===== src/rtl/hazard_unit.sv =====
// -----------------------------------------------------------------------------
// hazard_unit
//
// Pipeline hazard controller for the 5-stage core. Resolves RAW hazards by
// forwarding into the execute stage, stalls decode on a load-use dependency,
// flushes on a taken branch, and freezes the pipe while a multi-cycle load
// completes in the memory stage.
//
// Optional feature macro: HAZARD_STATS_EN
//   defined   -> stall_count / flush_count count cycles with stalld / flushe
//                high (saturating, cleared by reset)
//   undefined -> counters are not built, both outputs tie to 0
//
// Parameters
//   LOAD_LAT  data-memory load latency in cycles (1..16), 1 = no wait
//   CNT_W     width of the statistics counters
//
// Ports
//   clk, reset            rising-edge clock, asynchronous active-low reset
//   rs1d, rs2d            decode-stage source tags
//   rs1e, rs2e, rde       execute-stage source / destination tags
//   resultsrce0           execute-stage instruction is a load
//   pcsrce                taken branch/jump resolved in execute
//   rdm, regwritem        memory-stage destination tag and write enable
//   memreadm              valid load occupying the memory stage
//   rdw, regwritew        writeback-stage destination tag and write enable
//   forwardae/forwardbe   operand selects: 00 regfile, 10 mem ALU, 01 wb
//   stallf..flushw        pipeline register stall / clear controls
//   stall_count           cycles with stalld=1
//   flush_count           cycles with flushe=1
// -----------------------------------------------------------------------------
module hazard_unit #(
   parameter int LOAD_LAT = 2,
   parameter int CNT_W    = 32
) (
   input  logic             clk,
   input  logic             reset,
   input  logic [4:0]       rs1d,
   input  logic [4:0]       rs2d,
   input  logic [4:0]       rs1e,
   input  logic [4:0]       rs2e,
   input  logic [4:0]       rde,
   input  logic             resultsrce0,
   input  logic             pcsrce,
   input  logic [4:0]       rdm,
   input  logic             regwritem,
   input  logic             memreadm,
   input  logic [4:0]       rdw,
   input  logic             regwritew,
   output logic [1:0]       forwardae,
   output logic [1:0]       forwardbe,
   output logic             stallf,
   output logic             stalld,
   output logic             flushd,
   output logic             flushe,
   output logic             stalle,
   output logic             stallm,
   output logic             flushw,
   output logic [CNT_W-1:0] stall_count,
   output logic [CNT_W-1:0] flush_count
);

   // A load needing LOAD_LAT cycles stalls for LOAD_LAT-1 of them; the first
   // stall cycle is spent in IDLE, so the wait counter starts at LOAD_LAT-2.
   localparam bit         WAIT_EN  = (LOAD_LAT > 1);
   localparam logic [3:0] CNT_INIT = WAIT_EN ? 4'(LOAD_LAT - 2) : 4'd0;

   typedef enum logic {
      S_IDLE = 1'b0,
      S_WAIT = 1'b1
   } state_t;

   state_t     state_q, state_d;
   logic [3:0] cnt_q, cnt_d;
   logic       memstall;
   logic       lwstall;
   logic [1:0] fwd_a, fwd_b;

   // Memory-stage match wins over writeback: it holds the younger value.
   function automatic logic [1:0] fwd_sel(input logic [4:0] rs,
                                          input logic [4:0] rd_m,
                                          input logic       we_m,
                                          input logic [4:0] rd_w,
                                          input logic       we_w);
      logic [1:0] sel;
      sel = 2'b00;
      if (rs != 5'd0 && we_m && rd_m == rs)
         sel = 2'b10;
      else if (rs != 5'd0 && we_w && rd_w == rs)
         sel = 2'b01;
      return sel;
   endfunction

   always_comb begin
      fwd_a = fwd_sel(rs1e, rdm, regwritem, rdw, regwritew);
      fwd_b = fwd_sel(rs2e, rdm, regwritem, rdw, regwritew);
   end

   assign lwstall = resultsrce0 && (rde != 5'd0) && (rde == rs1d || rde == rs2d);

   // Memory-wait FSM state register
   always_ff @(posedge clk or negedge reset) begin
      if (!reset) begin
         state_q <= S_IDLE;
         cnt_q   <= 4'd0;
      end else begin
         state_q <= state_d;
         cnt_q   <= cnt_d;
      end
   end

   // WAIT ignores memreadm: the stalled load is still sitting in the stage.
   always_comb begin
      state_d  = state_q;
      cnt_d    = cnt_q;
      memstall = 1'b0;
      case (state_q)
         S_IDLE: begin
            if (memreadm && WAIT_EN) begin
               memstall = 1'b1;
               state_d  = S_WAIT;
               cnt_d    = CNT_INIT;
            end
         end
         S_WAIT: begin
            if (cnt_q != 4'd0) begin
               memstall = 1'b1;
               cnt_d    = cnt_q - 4'd1;
            end else begin
               state_d = S_IDLE;
            end
         end
         default: begin
            state_d = S_IDLE;
            cnt_d   = 4'd0;
         end
      endcase
   end

   // Outputs are gated by reset directly so asserting reset clears them
   // without waiting for a clock edge.
   always_comb begin
      forwardae = 2'b00;
      forwardbe = 2'b00;
      stallf    = 1'b0;
      stalld    = 1'b0;
      flushd    = 1'b0;
      flushe    = 1'b0;
      stalle    = 1'b0;
      stallm    = 1'b0;
      flushw    = 1'b0;
      if (reset) begin
         forwardae = fwd_a;
         forwardbe = fwd_b;
         if (memstall) begin
            // Whole front of the pipe freezes; branch and load-use are
            // re-evaluated after the wait because execute is held.
            stallf = 1'b1;
            stalld = 1'b1;
            stalle = 1'b1;
            stallm = 1'b1;
            flushw = 1'b1;
         end else begin
            stallf = lwstall;
            stalld = lwstall;
            flushd = pcsrce;
            flushe = lwstall | pcsrce;
         end
      end
   end

`ifdef HAZARD_STATS_EN
   logic [CNT_W-1:0] stall_cnt_q, stall_cnt_d;
   logic [CNT_W-1:0] flush_cnt_q, flush_cnt_d;

   always_comb begin
      stall_cnt_d = stall_cnt_q;
      flush_cnt_d = flush_cnt_q;
      if (stalld && stall_cnt_q != {CNT_W{1'b1}})
         stall_cnt_d = stall_cnt_q + 1'b1;
      if (flushe && flush_cnt_q != {CNT_W{1'b1}})
         flush_cnt_d = flush_cnt_q + 1'b1;
   end

   always_ff @(posedge clk or negedge reset) begin
      if (!reset) begin
         stall_cnt_q <= '0;
         flush_cnt_q <= '0;
      end else begin
         stall_cnt_q <= stall_cnt_d;
         flush_cnt_q <= flush_cnt_d;
      end
   end

   assign stall_count = stall_cnt_q;
   assign flush_count = flush_cnt_q;
`else
   assign stall_count = '0;
   assign flush_count = '0;
`endif

endmodule


===== config.mk =====
export PLATFORM = sky130hd
export DESIGN_NAME = hazard_unit
export DESIGN_NICKNAME = d
export VERILOG_FILES = /design/src/rtl/hazard_unit.sv
export SDC_FILE = /design/constraint.sdc
export NUM_CORES = 1
export LEC_CHECK = 0
export CORE_MARGIN = 1
export CORE_UTILIZATION = 34
export CTS_BUF_LIST = sky130_fd_sc_hd__clkbuf_8
export CTS_CLUSTER_DIAMETER = 30
export DETAILED_ROUTE_END_ITERATION = 8
export PLACE_DENSITY = 0.89
export SLEW_MARGIN = 10
export SYNTH_ARGS = -nofsm -noshare
export SYNTH_HDL_FRONTEND = slang
export SYNTH_SLANG_ARGS = --single-unit

===== constraint.sdc =====
create_clock -name clk -period 5.8 [get_ports clk]
set_input_delay 1.45 -clock clk [delete_from_list [all_inputs] [get_ports clk]]
set_output_delay 1.45 -clock clk [all_outputs]
set_load 0.01 [all_outputs]

==> impl_metrics.toml <==
[power]
leakagePower_uw = 0.000697
total_power_uw = 321
vdd_drop_max_v = 0.000143
powerDensity_mw_per_mm2 = 200

[logic_synthesis]
synth_top_area_cell = "buf_4"
synthDistinctLibCells = 29
syn_area_mm2 = 0.00125
syn_inst = 150
ys_seq_area_frac = 0.100
synth_area_per_cell_um2 = 8.32
synth_top_area_frac = 0.403
yosysWarnings = 0
yosys-top-cells-area = "buf_4 40%, xnor2_1 12%, xor2_1 11%"
synth_seq_cells = 5

[sta]
finalSetupViolCount = 0
rsz0062_at_grt = "false"
fmax_mhz = 201
tns_ns = 0
fin_skew_ns = 0.00508
finalCriticalPeriod_ns = 4.98
min_period_over_period = 0.859
hold_viol_final = 0
maxSlewViolCount = 0
timing.hold.ws_ns = 0.520

[grt]
grt_pass1_vias = 840
grt_overflow_total = 0
grt_pass1_wl_um = 4000
grt.total_usage = 0.125
grt_antenna_before_repair = 0
grt_max_degree = 14

[finish]
antenna_cells = 0
multi_input_area_um2 = 842
n_fill_cell = 345
layout.area.seq_um2 = 125
fin_nets = 247
area_growth_pct = 28.6
drive_gt1_frac = 0.0693

[floorplanning]
die_y_um = 62.6
rows = 21
die_x_um = 62.6
design.core.area_mm2 = 0.00342
pin_count = 117
die-area_mm2 = 0.00392
start_util = 0.366

[critical_path]
crit_buf_inv = 2
critical-path-top-delay-family = "buffers and inverters"
crit_path_end_kind = "output pin"
crit_chain = "clkdlybuf4s50_1 -> or4_4 -> nor2_4 -> nor4_2 -> nor4_2 -> clkdlybuf4s50_1"
crit_fanout = 3
cp_slowest_cell = "clkdlybuf4s50_1"
worst_ep_required_time_ns = 4.35
critPathKind = "in -> out"
crit_path_max_incr_delay_ns = 0.59
crit_arrival_ns = 3.53
crit_path_start_kind = "input pin"

[place]
io_buffers = 52
gp_congestion = 0.789
post-dp-hpwl_um = 2160

[flow_run]
drv_cap = 0

[clock_network]
numClockSinks = 5
post_cts_resized = 0
ctsLongestPathBuffers = 2
root_buffer = "clkbuf_8"
cts-buffers-inserted = 3
postCtsSetupBuffers = 0
ctsHoldBuffers = 0
h-tree-depth = 1
clkLatencyLatePin_ns = 0.22
path_clk_slew_ns = 0.03
cts_tree = "yes"

[run_status]
outcome = "finished clean"

[routing]
routed_wl_um = 2440
via_count = 954
first_iter_violations = 17
firstDrtPassIters = 4
detail-route-antenna-nets = 0
via_per_inst = 3.85
drc_errors = 0
detail_route.wl_per_cell_um = 9.83

[worst_hold_path]
hp-class = "reg -> reg"
==> through the flow <==
| stage | area, um^2 | setup slack, ns | instances | utilization |
|---|---|---|---|---|
| floorplan | 1490 | 1.86 | 213 | - |
| global placement | 1560 | 0.866 | 244 | 0.457 |
| detailed placement | 1560 | 0.799 | 244 | 0.457 |
| CTS | 1610 | 0.788 | 248 | 0.470 |
| global route | 1610 | 0.710 | 248 | 0.470 |
| finish | 1610 | 0.817 | 248 | 0.470 |
==> placed cells by master, fill, tap and decap left out, types with 2 or more instances in the layout <==
master	n
nor4_2	4
conb_1	64
nand4_1	4
xnor2_1	17
dfrtp_1	5
or4_4	2
nand2_1	3
nand3_1	3
xor2_1	15
inv_1	5
o21ai_0	2
clkdlybuf4s50_1	52
nor2_1	2
o21bai_1	2
clkbuf_8	3
nor3_1	3
ha_1	2
nor2_4	2
==> Yosys cell counts <==
cell / n
inv_1: 4
nor2b_1: 1
mux2i_4: 1
ha_1: 2
a22oi_1: 1
nor3_1: 3
xnor2_1: 17
o21bai_1: 2
and2_2: 1
nor4_2: 4
dfrtp_1: 5
and2_1: 1
or4_1: 1
o2111ai_1: 1
nor2_1: 2
or3b_4: 1
o21ai_0: 2
xor2_1: 15
o211ai_1: 1
o22ai_1: 1
nor2_4: 2
nand2_1: 3
or4_4: 2
conb_1: 1
and3_1: 1
buf_4: 67
a21oi_1: 1
nand3_1: 3
nand4_1: 4
==> per-layer routing <==
metal  wire length (um)  vias up  part of all wire  global-route usage
li1                   -      466                 -                   -
met1                965      432              0.40               0.143
met2               1290       54              0.53               0.236
met3                175        2             0.072              0.0219
met4                  9        0            0.0037              0.0262
met5                  0        -                 0                   0
==> registers in the layout, summed over array words and instances (netlist names) <==
signal,count
state_q,1
cnt_q,4
==> cell families after synthesis <==
group                      share of synthesized area
AOI/OAI and AO/OA                             0.0481
other                                        0.00300
xor gates and xnor gates                       0.224
muxes                                         0.0180
and+or+nand+nor                                0.171
adders and majority gates                     0.0200
buffers and inverters                          0.415
DFF                                            0.100
==> worst paths after layout <==
kind / slack, ns / cells after the start / startpoint / end
setup / recovery: 0.82 / 6 / rs2e[1] / forwardbe[0]
hold reg to reg: 0.52 / 2 / cnt_q[3] / cnt_q[3]
min in group asynchronous: 1.57 / 1 / reset / state_q
max in group asynchronous: 3.91 / 1 / reset / cnt_q[3]
setup reg to reg: 4.24 / 6 / cnt_q[0] / cnt_q[1]
hold / removal: 0.52 / 2 / cnt_q[3] / cnt_q[3]
==> power by group <==
group / switching [uW] / total, uW / internal (uW)
Sequential: 15.4 / 68.4 / 52.9
Combinational: 92.7 / 191 / 98.3
Clock: 16.1 / 61.4 / 45.3
Total: 124 / 321 / 197
==> layout make-up <==
class | count | area share
clock inverters | 1 | 0.00234
flip-flops and latches | 5 | 0.0779
well taps | 46 | 0.0359
repair buffers | 52 | 0.324
inverters | 4 | 0.00935
clock buffers | 3 | 0.0257
multi-input cells | 137 | 0.525
==> worst reg2reg max path, cell delays in order (launching register included) <==
cell and delay [ns]:
dfrtp_1 0.40, inv_1 0.09, ha_1 0.14, or3b_4 0.40
mux2i_4 0.23, inv_1 0.09, o22ai_1 0.13
No activity file was read; power rests on OpenSTA's default activity.
